### config.mk
export PLATFORM = sky130hd
export DESIGN_NAME = cpu_sequencer
export DESIGN_NICKNAME = d
export VERILOG_FILES = /design/src/rtl/cpu_pkg.sv /design/src/rtl/retire_counter.sv /design/src/rtl/cpu_sequencer.sv
export SDC_FILE = /design/constraint.sdc
export NUM_CORES = 1
export LEC_CHECK = 0
export ABC_AREA = 1
export CAP_MARGIN = 40
export CELL_PAD_IN_SITES_DETAIL_PLACEMENT = 1
export CELL_PAD_IN_SITES_GLOBAL_PLACEMENT = 2
export CORE_ASPECT_RATIO = 0.9
export CORE_MARGIN = 5
export CORE_UTILIZATION = 21
export DETAILED_ROUTE_END_ITERATION = 10
export PLACE_DENSITY = 0.73
export SETUP_SLACK_MARGIN = 0.3
export SKIP_CTS_REPAIR_TIMING = 1
export SYNTH_ARGS = -nofsm -noshare
export SYNTH_HDL_FRONTEND = slang
export SYNTH_HIERARCHICAL = 1
export SYNTH_SLANG_ARGS = --single-unit
### constraint.sdc
create_clock -name clk -period 1.5 [get_ports clk]
set_input_delay 0.15 -clock clk [delete_from_list [all_inputs] [get_ports clk]]
set_output_delay 0.15 -clock clk [all_outputs]
set_load 0.005 [all_outputs]
### src/rtl/cpu_pkg.sv
// +--------------------------------------------------------------------------+
// | cpu_pkg : shared types and constants for the multi-cycle sequencer       |
// | Rev 1.0 : initial release                                                |
// +--------------------------------------------------------------------------+
`default_nettype none

package cpu_pkg;

   localparam int INSTR_W = 16;
   localparam int OPC_HI  = 15;
   localparam int OPC_LO  = 12;

   localparam logic [OPC_HI-OPC_LO:0] HALT_OPCODE_DEFAULT = 4'hF;

   typedef enum logic [2:0] {
      S_IDLE   = 3'd0,
      S_FETCH  = 3'd1,
      S_DECODE = 3'd2,
      S_EXEC   = 3'd3,
      S_MEM    = 3'd4,
      S_WB     = 3'd5,
      S_HALT   = 3'd6
   } state_t;

endpackage

`default_nettype wire

### src/rtl/retire_counter.sv
// +--------------------------------------------------------------------------+
// | retire_counter : wrapping counter with sync active-low clear and enable  |
// | Rev 1.0 : initial release                                                |
// +--------------------------------------------------------------------------+
`default_nettype none

module retire_counter #(
   parameter int CNT_W = 16
) (
   input  logic             clk,
   input  logic             clr_n,
   input  logic             inc,
   output logic [CNT_W-1:0] count
);

   always_ff @(posedge clk) begin
      if (!clr_n) begin
         count <= '0;
      end else if (inc) begin
         count <= count + 1'b1;
      end
   end

endmodule

`default_nettype wire

### src/rtl/cpu_sequencer.sv
// +--------------------------------------------------------------------------+
// | cpu_sequencer : multi-cycle fetch/decode/exec/mem/wb control sequencer.  |
// | Optional CPU_SINGLE_STEP_EN adds a `step` input gating IDLE -> FETCH.    |
// | Rev 1.0 : initial release                                                |
// +--------------------------------------------------------------------------+
`default_nettype none

module cpu_sequencer
   import cpu_pkg::*;
#(
   parameter int                      PC_W        = 8,
   parameter logic [PC_W-1:0]         RESET_PC    = '0,
   parameter logic [OPC_HI-OPC_LO:0]  HALT_OPCODE = HALT_OPCODE_DEFAULT,
   parameter int                      CNT_W       = 16
) (
   input  logic               clk,
   input  logic               rst_n,
`ifdef CPU_SINGLE_STEP_EN
   input  logic               step,
`endif
   output logic               imem_req,
   output logic [PC_W-1:0]    imem_addr,
   input  logic               imem_ack,
   input  logic [INSTR_W-1:0] imem_rdata,
   output logic [INSTR_W-1:0] instruction,
   input  logic               dec_reg_write,
   input  logic               dec_mem_write,
   input  logic               dec_mem_to_reg,
   output logic               dmem_req,
   output logic               dmem_we,
   input  logic               dmem_ack,
   output logic               rf_we,
   output logic [PC_W-1:0]    pc,
   output logic               halted,
   output logic [CNT_W-1:0]   retired
);

`ifdef CPU_SINGLE_STEP_EN
   localparam state_t RETIRE_NXT = S_IDLE;
`else
   localparam state_t RETIRE_NXT = S_FETCH;
`endif

   state_t state;
   state_t state_nxt;
   logic   retire;

   always_ff @(posedge clk) begin
      if (!rst_n) begin
         state       <= S_IDLE;
         pc          <= RESET_PC;
         instruction <= '0;
      end else begin
         state <= state_nxt;
         if (state == S_FETCH && imem_ack) begin
            instruction <= imem_rdata;
            pc          <= pc + 1'b1;
         end
      end
   end

   always_comb begin
      state_nxt = state;
      retire    = 1'b0;
      case (state)
         S_IDLE: begin
`ifdef CPU_SINGLE_STEP_EN
            if (step) state_nxt = S_FETCH;
`else
            state_nxt = S_FETCH;
`endif
         end
         S_FETCH: begin
            if (imem_ack) state_nxt = S_DECODE;
         end
         S_DECODE: begin
            if (instruction[OPC_HI:OPC_LO] == HALT_OPCODE) state_nxt = S_HALT;
            else                                            state_nxt = S_EXEC;
         end
         S_EXEC: begin
            if (dec_mem_write || dec_mem_to_reg) begin
               state_nxt = S_MEM;
            end else if (dec_reg_write) begin
               state_nxt = S_WB;
            end else begin
               state_nxt = RETIRE_NXT;
               retire    = 1'b1;
            end
         end
         S_MEM: begin
            if (dmem_ack) begin
               if (dec_mem_to_reg) begin
                  state_nxt = S_WB;
               end else begin
                  state_nxt = RETIRE_NXT;
                  retire    = 1'b1;
               end
            end
         end
         S_WB: begin
            state_nxt = RETIRE_NXT;
            retire    = 1'b1;
         end
         S_HALT:  state_nxt = S_HALT;
         default: state_nxt = S_IDLE;
      endcase
   end

   // Strobes are pure decodes of the registered state.
   assign imem_req  = (state == S_FETCH);
   assign imem_addr = pc;
   assign dmem_req  = (state == S_MEM);
   assign dmem_we   = (state == S_MEM) && dec_mem_write;
   assign rf_we     = (state == S_WB);
   assign halted    = (state == S_HALT);

   retire_counter #(
      .CNT_W (CNT_W)
   ) u_retire_counter (
      .clk   (clk),
      .clr_n (rst_n),
      .inc   (retire),
      .count (retired)
   );

endmodule

`default_nettype wire

Word-level counts from Yosys, hierarchy flattened. Cells that the tools add are included.

Add/sub/neg operators: 2. Eq/ne operators: 9. Mux-type cells: 12. Reductions and logical operators: 6.

Operators with widths (count): two-way mux 3 bit (6); case mux 3 bit (6 select lines) (1); adder 16 x 1 -> 16 bit, second input constant (1); == test 3 bit, second input constant (3); adder 8 x 1 -> 8 bit, second input constant (1); == test 3 x 2 -> 1 bit, second input constant (2); == test 4 bit, second input constant (1); two-way mux 1 bit (4); != test 2 x 1 -> 1 bit, second input constant (2); == test 3 x 1 -> 1 bit, second input constant (1); zero test 3 bit (1); case mux 1 bit (3 select lines) (1); logical AND 1 bit (2); AND reduction 2 bit (1); OR reduction 2 bit (1); logical OR 1 bit (1).

Register bits: 43. Input port bits: 23. Logic and storage cells: 33.

Longest topological paths before layout.
Depth in word-level cells: 3. Gate-level depth with buffers: 11. Mapped depth without buffers: 10.

Modules after synthesis. Netlist, hierarchy kept.

By module, submodules not included: cpu_sequencer (instances 1, cells an instance 185, area each 1307.5 µm², sequential area each 540.5 µm²); retire_counter (instances 1, cells an instance 126, area each 845.8 µm², sequential area each 320.3 µm²).

Worst setup path before layout. No wires, ideal clock.

Path type: register to register. From: reg state[0]. To: reg u_retire_counter.count[13]. Setup time: 0.116 ns. Data arrival time: 1.430 ns. Path slack: -0.046 ns. Stages on the path, launching flop included: 12. Buffers on the path: 2. Clock period less this slack: 1.546 ns. Cell sequence: dfxtp_1 buf_4 nand2_1 o32ai_1 buf_4 nand2_1 nor2_4 nand2_2 nor2_2 nand3_1 nand2_1 nor2_1.

Longest elaborated chain between the ends: 2. Elaborated cells on any way between the ends: 4. Those cells by class: eq/ne: 3; mux: 1.

Ends and longest elaborated chain: start, declared (RTL line cpu_sequencer.sv:44) `state_t state;`; start signal, assigned (RTL line cpu_sequencer.sv:54) `state <= state_nxt;`; == test 3 bit / == test 3 x 2 -> 1 bit (equally long branches) (RTL line cpu_sequencer.sv:65) `case (state)`; case mux 1 bit (3 select lines) * (RTL line cpu_sequencer.sv:65); named net retire (RTL line cpu_sequencer.sv:46) `logic retire;`; end signal, assigned (RTL line retire_counter.sv:20) `count <= count + 1'b1;`; end, declared (RTL line retire_counter.sv:13) `output logic [CNT_W-1:0] count`.

Mark *: on every way through the listed nets, which the timed path passes. The rest lies on a longest branch. A chain may end at the register's enable or synchronous reset.

Final worst setup path.
From: reg state[2]. To: reg u_retire_counter.count[6].

Same word-level chain as after synthesis.

==> flow_metrics.py <==
metrics = {
    "sta": {
        "fmax_mhz": 631,
        "skew_ns": 0.0118,
        "whs_ns": 0.405,
        "hold_viol_final": 0,
        "rsz0062_at_grt": "yes",
        "period_minus_slack_ns": 1.58,
        "fin_tns_setup_ns": -0.424,
        "timing.final.ws_setup_ns": -0.0849,
        "drv_slew": 0,
        "slew_headroom_pct": 69.3,
        "tightest_slew_ns": 0.461,
        "post-route-period-util_pct": 106,
        "finalSetupViolations": 10,
    },
    "clock_network": {
        "cts_tree": "done",
        "cts.sinks": 43,
        "clockRootBuffer": "clkbuf_16",
        "clock_latency_ns": 0.29,
        "cts_made_buffers": 5,
        "clkTransAtPathRegs_ns": 0.07,
        "cts_buffer_depth": 2,
        "h-tree-depth": 2,
    },
    "die": {
        "dieHeight_um": 106,
        "coreArea_mm2": 0.0101,
        "std_cell_rows": 35,
        "dieArea_mm2": 0.0124,
        "ios": 76,
        "die_w_um": 117,
        "start_util_pct": 21.3,
    },
    "setup_path": {
        "required_ns": 1.67,
        "worstPathMaxFanout": 6,
        "crit_type": "reg -> reg",
        "start_kind": "flop",
        "regToRegStartpoint": "state[2]",
        "r2r_slack_ns": -0.08,
        "worstPathArrival_ns": 1.76,
        "r2r_end": "u_retire_counter/count[6]",
        "reg2reg_depth": 8,
        "end_kind": "flop",
    },
    "power_and_ir_drop": {
        "p_int_w": 0.00298,
        "power.switching_w": 0.00166,
        "clkPwrFrac_pct": 24.4,
        "powerDensity_mw_per_mm2": 1140,
        "p_seq_share_pct": 31.5,
        "power_leakage_nw": 2.26,
        "switching_share_pct": 35.8,
        "p_comb_share_pct": 44.1,
        "peakVddDrop_mv": 0.534,
    },
    "logic_synthesis": {
        "synthTopCellsByArea": "dfxtp_1, nor2_1, nand2_1, inv_1, o21ai_0",
        "ys_ff_latch": 43,
        "synth_top_area_cell": "dfxtp_1",
        "yosysTopAreaCellShare_pct": 40.0,
        "netlist_area_mm2": 0.00215,
        "synth.net_count": 336,
        "synthCells": 311,
        "yosysWarnings": 6,
        "ys_types": 28,
        "ys_seq_area_share_pct": 40.0,
        "avgSynthCellArea_um2": 6.92,
    },
    "routing": {
        "drt_first_pass_iters": 4,
        "drt-met1-wl_mm": 3.45,
        "maxUsedRoutingLayer": "met4",
        "routed_wirelength_mm": 8.09,
        "dr.first_iter.drc_count": 56,
        "num_vias": 2417,
        "wl_met2_mm": 4.04,
        "viasPerCell": 4.39,
        "wl_met3_um": 513,
        "drtAntennaViolNets": 0,
        "drc": 0,
        "wire_per_inst_um": 14.7,
    },
    "layout": {
        "nets": 445,
        "area_growth_pct": 89.7,
        "final_common_cell": "nor2_1",
        "final_cell_mix": "nor2_1, dlymetal6s2s_1, nand2_1",
        "drive_above_1_share_pct": 42.5,
        "diodes": 0,
    },
    "hold_path": {
        "hp-start": "dec_mem_to_reg",
        "hold_class": "in -> reg",
        "min_path_cells": 7,
        "hold-path-endpoint": "state[2]",
    },
    "grt": {
        "grt_first_pass_wirelength_mm": 11.4,
        "grt_pass1_vias": 2378,
        "grt_start_max_net_pins": 23,
        "grt.total_usage_pct": 11.3,
        "gr-total-overflow": 0,
        "antenna_found_initial": 0,
    },
    "run_status": {
        "status": "complete, but fails checks",
        "violations": "negative setup slack",
    },
    "placement": {
        "gp_congestion": 0.828,
        "port_buffers": 75,
        "hpwl_mm": 5.35,
    },
    "job": {
        "cap_violations": 0,
    },
}
==> final cells by class <==
class	instances	area [µm²]
Fill cell	1184	6030
Clock inverter	3	26.3
Timing Repair Buffer	116	1230
Clock buffer	5	125
Multi-Input combinational cell	215	1460
Tap cell	129	161
Sequential cell	43	916
Inverter	39	164
==> worst max-delay path, stage by stage, from the launching register on <==
cell     delay, ns
dfxtp_4       0.36
inv_4         0.07
nand2_4       0.05
o32ai_2       0.20
buf_4         0.21
nand3_4       0.11
buf_4         0.17
nor3b_4       0.21
a21oi_1       0.09
==> state kept, by name, summed over array words and instances, names as in the netlist <==
name / flops
instruction: 16
u_retire_counter/count: 16
imem_addr: 8
state: 3
==> worst max path at each step <==
stage / start / endpoint / cells after the start
after global placement: dec_mem_to_reg / u_retire_counter/count[13] / 12
after floorplan: state[0] / u_retire_counter/count[13] / 11
after CTS: state[0] / halted / 5
after global routing: state[2] / u_retire_counter/count[10] / 10
final: state[2] / u_retire_counter/count[6] / 8
after detailed placement: dec_mem_to_reg / u_retire_counter/count[13] / 12
==> stage by stage <==
stage	std cells	utilization [%]	setup WS, ns	area (µm²)	total power (W)
floorplan	311	-	0.0493	2190	0.00207
global placement	519	31.1	-0.393	3140	0.00263
detailed placement	519	31.1	-0.438	3140	0.00266
CTS	527	32.6	-0.247	3300	0.00383
global route	550	40.4	-0.155	4080	0.00490
finish	550	40.4	-0.0849	4080	0.00464
==> power groups by stage <==
stage,logic (W),registers [W],clock network (W)
after global placement,0.00118,0.00145,0
after floorplan,0.000624,0.00144,0
final,0.00205,0.00146,0.00113
after global routing,0.00219,0.00149,0.00122
after CTS,0.00122,0.00143,0.00118
after detailed placement,0.00121,0.00146,0
==> synthesized netlist by cell type <==
master	count
nand4_1	3
nor2_1	65
inv_1	35
buf_6	3
inv_2	3
dfxtp_1	43
o21ai_1	6
nand2_1	52
nand2_4	1
buf_4	11
buf_1	1
clkbuf_1	2
a21oi_1	18
nand3_2	1
o21bai_1	1
inv_4	1
nand3_4	1
nand3_1	15
nand2_2	8
a211oi_1	1
a21oi_2	1
o32ai_1	1
nor2_2	2
nor3_1	5
ha_1	2
nor2_4	5
o21ai_0	23
nor3b_1	1
==> metal layers <==
layer	track usage [%]	vias up
li1	-	1198
met1	14.8	1157
met3	3.87	8
met4	2.70	0
met5	0	-
met2	17.9	54
==> logic make-up after synthesis <==
kind of cell,share of synthesized area [%]
buffers and inverters,12.8
adders and majority gates,1.16
AOI/OAI and AO/OA,12.4
and+or+nand+nor,33.6
DFF,40.0
No activity file was read; power rests on OpenSTA's default activity.
